[src/rtl/parity_fifo_top.sv]
// rtl/parity_fifo_top.sv - parity-screened synchronous FIFO with valid/grant handshakes
// PARITY_CHECK_EN: when defined, granted words with bad parity are consumed but dropped.
package types_pkg;
  typedef enum logic {ODD, EVEN} parity_mode_e;
  typedef enum logic {MSB, LSB} parity_bit_e;
endpackage

module parity_fifo_top #(
  parameter int                      DATA_WIDTH        = 10,
  parameter int                      DEPTH             = 12,
  parameter types_pkg::parity_mode_e PARITY_MODE       = types_pkg::ODD,
  parameter types_pkg::parity_bit_e  PARITY_BIT_CHOICE = types_pkg::MSB
) (
  input  logic                  clk,
  input  logic                  reset_n,
  input  logic                  push_valid_i,
  input  logic [DATA_WIDTH-1:0] push_data_i,
  output logic                  push_grant_o,
  output logic                  valid_o,
  output logic [DATA_WIDTH-1:0] data_o,
  input  logic                  grant_i
);

  localparam int CW = $clog2(DEPTH + 1);
  localparam int PW = (DEPTH > 1) ? $clog2(DEPTH) : 1;
  localparam logic [PW-1:0] LAST_PTR = PW'(DEPTH - 1);
  localparam logic [CW-1:0] FULL_CNT = CW'(DEPTH);

  logic [DATA_WIDTH-1:0] mem [DEPTH];
  logic [PW-1:0]         rd_ptr;
  logic [PW-1:0]         wr_ptr;
  logic [CW-1:0]         count;

  logic                  full;
  logic                  empty;
  logic                  push_fire;
  logic                  pop_fire;
  logic                  store;

  logic [DATA_WIDTH-2:0] rest_bits;
  logic                  par_bit;
  logic                  expected_bit;
  logic                  parity_ok;

  // Split the incoming word into its parity bit and the bits it covers.
  always_comb begin
    par_bit   = push_data_i[DATA_WIDTH-1];
    rest_bits = push_data_i[DATA_WIDTH-2:0];
    if (PARITY_BIT_CHOICE == types_pkg::LSB) begin
      par_bit   = push_data_i[0];
      rest_bits = push_data_i[DATA_WIDTH-1:1];
    end
  end

  assign expected_bit = (PARITY_MODE == types_pkg::ODD) ? ~^rest_bits : ^rest_bits;
  assign parity_ok    = (par_bit == expected_bit);

  assign full         = (count == FULL_CNT);
  assign empty        = (count == '0);
  assign push_grant_o = reset_n & ~full;
  assign valid_o      = ~empty;
  assign data_o       = empty ? '0 : mem[rd_ptr];

  assign push_fire = push_valid_i & push_grant_o;
  assign pop_fire  = valid_o & grant_i;

`ifdef PARITY_CHECK_EN
  assign store = push_fire & parity_ok;
`else
  logic unused_parity_ok;
  assign unused_parity_ok = parity_ok;
  assign store = push_fire;
`endif

  always_ff @(posedge clk) begin
    if (store) begin
      mem[wr_ptr] <= push_data_i;
    end
  end

  always_ff @(posedge clk or negedge reset_n) begin
    if (!reset_n) begin
      wr_ptr <= '0;
    end else if (store) begin
      wr_ptr <= (wr_ptr == LAST_PTR) ? '0 : wr_ptr + PW'(1);
    end
  end

  always_ff @(posedge clk or negedge reset_n) begin
    if (!reset_n) begin
      rd_ptr <= '0;
    end else if (pop_fire) begin
      rd_ptr <= (rd_ptr == LAST_PTR) ? '0 : rd_ptr + PW'(1);
    end
  end

  // A simultaneous store and pop leaves the occupancy unchanged.
  always_ff @(posedge clk or negedge reset_n) begin
    if (!reset_n) begin
      count <= '0;
    end else begin
      case ({store, pop_fire})
        2'b10:   count <= count + CW'(1);
        2'b01:   count <= count - CW'(1);
        default: count <= count;
      endcase
    end
  end

endmodule

[config.mk]
export PLATFORM = sky130hd
export DESIGN_NAME = parity_fifo_top
export DESIGN_NICKNAME = d
export VERILOG_FILES = /design/src/rtl/parity_fifo_top.sv
export SDC_FILE = /design/constraint.sdc
export NUM_CORES = 1
export LEC_CHECK = 0
export ABC_AREA = 1
export BUFFER_PORTS_ARGS = -buffer_cell sky130_fd_sc_hd__buf_2
export CAP_MARGIN = 40
export CORE_AREA = 2 2 121 94
export CTS_CLUSTER_DIAMETER = 100
export DETAILED_ROUTE_END_ITERATION = 16
export DIE_AREA = 0 0 123 96
export GPL_TIMING_DRIVEN = 1
export PLACE_DENSITY = 0.74
export SYNTH_ARGS = -nofsm -noshare
export SYNTH_HDL_FRONTEND = slang
export SYNTH_SLANG_ARGS = --single-unit
[constraint.sdc]
create_clock -name clk -period 2.4 [get_ports clk]
set_input_delay 0 -clock clk [delete_from_list [all_inputs] [get_ports clk]]
set_output_delay 0 -clock clk [all_outputs]
set_load 0.01 [all_outputs]
==> reports/qor.txt <==
Die height -> 96 um
Total grt overflow -> 0
Starting Density -> 53.52%
Port bufs -> 25
H-tree level count -> 4
CTS Root Cell -> clkbuf_16
Crit start category -> flop
Status -> completed
Worst R2R Path Depth -> 11
Tmin final -> 2.210 ns
RR Startpoint -> count[1]
Syn-to-layout area delta -> 16.70%
Post-CTS Setup Inserts -> 0
CP max stage cell -> dfrtp_2
Slew Limit Fails -> 0
Avg Inst Size Synth -> 11.11 um2
Filler Cells Inserted -> 837
Leak Pwr -> 2.591 nW
Pin count of the biggest net entering global routing -> 62
CTS max path bufs -> 2
Initial antenna violation count -> 0
Final WL -> 12.03 mm
Least-Margin Pin Slew -> 0.5504 ns
Iteration count of the initial detailed-routing pass -> 5
Final setup fails -> 0
Sequential area share after synthesis -> 68.47%
# DRC -> 0
Syn Nets -> 535
Fmax -> 452.5 MHz
Hold WC Path Type -> input pin to async pin
Cts bufs inserted -> 17
Sequential cell area -> 0.003905 mm2
Final TNS setup -> 0 ns
WL/cell -> 16.84 um
Synth cell types -> 25
Worst-skew pair later-pin latency -> 0.42 ns
Worst rel slew slack -> 63.31%
Tcrit/Tclk final -> 92.09%
Slowest stage delay, CP -> 0.69 ns
Buf/Inv on CP -> 2
Synthesis-stage register bit count -> 132
Post-route ant nets -> 0
Power per cell area -> 1206 mW/mm2
Core Region -> 0.01065 mm2
Setup Skew -> 0.006807 ns
Setup CP Type -> flop to primary output
Diodes inserted -> 0
Die W -> 123 um
DP HPWL -> 7.428 mm
Vias in the first global route -> 3679
Arrival @ worst endpoint -> 2.21 ns
First DRT Iteration DRCs -> 395
Hold Vio Cnt, Final -> 0
R2R Path End -> count[2]
Reg2Reg Setup Slack -> 0.28 ns
Post-layout util -> 62.46%
Layout cells sized above 1 -> 13.76%
Tot GR Track Use -> 22.82%
GP Congestion -> 0.8113
Die area -> 0.01181 mm2
CTS Sinks -> 132
Worst-path cell chain -> inv_8, nand2_1, nand3_1, nand3_1, nand2_1, nor2_1, nor2_1, buf_2
Syn Inst Count -> 513
Ports -> 26
TritonCTS clock tree -> yes
Peak supply drop -> 0.0006265 V
Critical Path RT -> 2.40 ns
CP Max Fanout -> 61
Max-cap violations -> 0
Ys Warns -> 0
CTS clk-pin slew, worst paths -> 0.06 ns
RSZ-0062 raised after global routing -> false
Via count -> 3883
Crit-path leading delay family -> flip-flops
Area occupied by multi-input gates -> 0.001520 mm2
Vias per cell -> 5.438
Crit end category -> primary output
Std-Cell Rows -> 33
Final #Nets -> 583
Mapped Area -> 0.005702 mm2
First-pass GRT wire length -> 19.35 mm
[kinds of logic after synthesis]
kind of cell,after synthesis,share of synthesized area [%]
fa+ha+maj,8,1.756
xor+xnor,3,0.4609
buf+inv,47,4.872
compound gates,54,5.069
simple gates,269,19.38
flops,132,68.47
[where the power goes]
part	leakage (nW)	internal, mW	switching [mW]
combinational	1.09	0.886	1.71
clock	0.267	1.51	0.930
sequential	1.23	2.72	0.268
[worst reg2reg max path, stage by stage, from the launching register on]
cell     delay, ns
dfrtp_1       0.42
nor2_2        0.21
nand2_1       0.11
nand2_2       0.11
inv_1         0.11
ha_1          0.25
nor2_1        0.12
nor2_1        0.07
ha_1          0.17
a21oi_1       0.15
xor2_1        0.17
o21ai_0       0.11
[layout make-up]
| cell class | count | share of cell area [%] |
|---|---|---|
| Sequential cell | 132 | 58.69 |
| Timing Repair Buffer | 56 | 6.055 |
| Inverter | 20 | 1.241 |
| Clock buffer | 18 | 6.450 |
| Tap cell | 140 | 2.633 |
| Clock inverter | 14 | 2.087 |
| Multi-Input combinational cell | 334 | 22.85 |
[layout by cell type, fill, tap and decap left out, drive strengths merged]
cell type / count
nand2: 131
inv: 20
ha: 8
nor2: 69
xor2: 1
dlygate4sd3: 13
clkinv: 8
o31ai: 1
xnor2: 2
buf: 43
edfxtp: 120
nor3: 11
nand4: 1
dfrtp: 12
nand3: 57
a31oi: 1
o21ai: 30
clkinvlp: 4
bufinv: 2
a21oi: 22
clkbuf: 18
[layer usage]
metal  global-route usage [%]  vias to the layer above  wire length (um)
met5                        0                        -                 0
met4                    8.523                        0                93
met3                    6.339                       11               901
met2                    34.44                      156              5517
met1                    31.92                     1845              5512
li1                         -                     1871                 -
[sequential cells by signal, indices dropped and copies added (netlist names)]
register and cells:
count 4, wr_ptr 4, mem 120, rd_ptr 4
[Yosys cell counts, drive strengths merged]
| master | count | area share [%] |
|---|---|---|
| nand2 | 131 | 8.7 |
| edfxtp | 120 | 63 |
| nor2 | 69 | 4.6 |
| nand3 | 57 | 5.0 |
| o21ai | 30 | 2.6 |
| buf | 25 | 3.3 |
| a21oi | 22 | 1.9 |
| inv | 20 | 1.4 |
| dfrtp | 12 | 5.3 |
| nor3 | 11 | 0.97 |
| ha | 8 | 1.8 |
| clkbuf | 2 | 0.13 |
| xnor2 | 2 | 0.31 |
| a31oi | 1 | 0.37 |
| nand4 | 1 | 0.11 |
| o31ai | 1 | 0.13 |
| xor2 | 1 | 0.15 |
[stage by stage]
step	hold slack [ns]	instances	area [um2]	worst slack (ns)	total power, mW
CTS	0.05871	714	6654	0.2362	8.056
finish	0.06961	714	6654	0.1899	8.024
global placement	-0.05223	669	5956	0.4628	5.502
global route	0.08368	714	6654	0.05043	8.544
detailed placement	-0.03194	669	5956	0.2903	5.579
floorplan	-0.2956	513	5702	0.3690	4.899
[worst max path at each step]
stage	start	endpoint	slack, ns	depth (start not counted)
after floorplan	count[2]	mem[4][0]	0.37	4
after global placement	count[1]	count[2]	0.46	11
after detailed placement	count[1]	count[2]	0.29	11
after CTS	rd_ptr[0]	data_o[2]	0.24	8
after global routing	rd_ptr[0]	data_o[1]	0.05	8
final	rd_ptr[0]	data_o[1]	0.19	8
[repair_timing]
action | 4_1_cts | 5_1_grt
endpoints found under the hold margin | 136 | 0
hold buffers | 13 | 0
gates resized for setup | 0 | 0
Power figures use the tool's default switching activity.
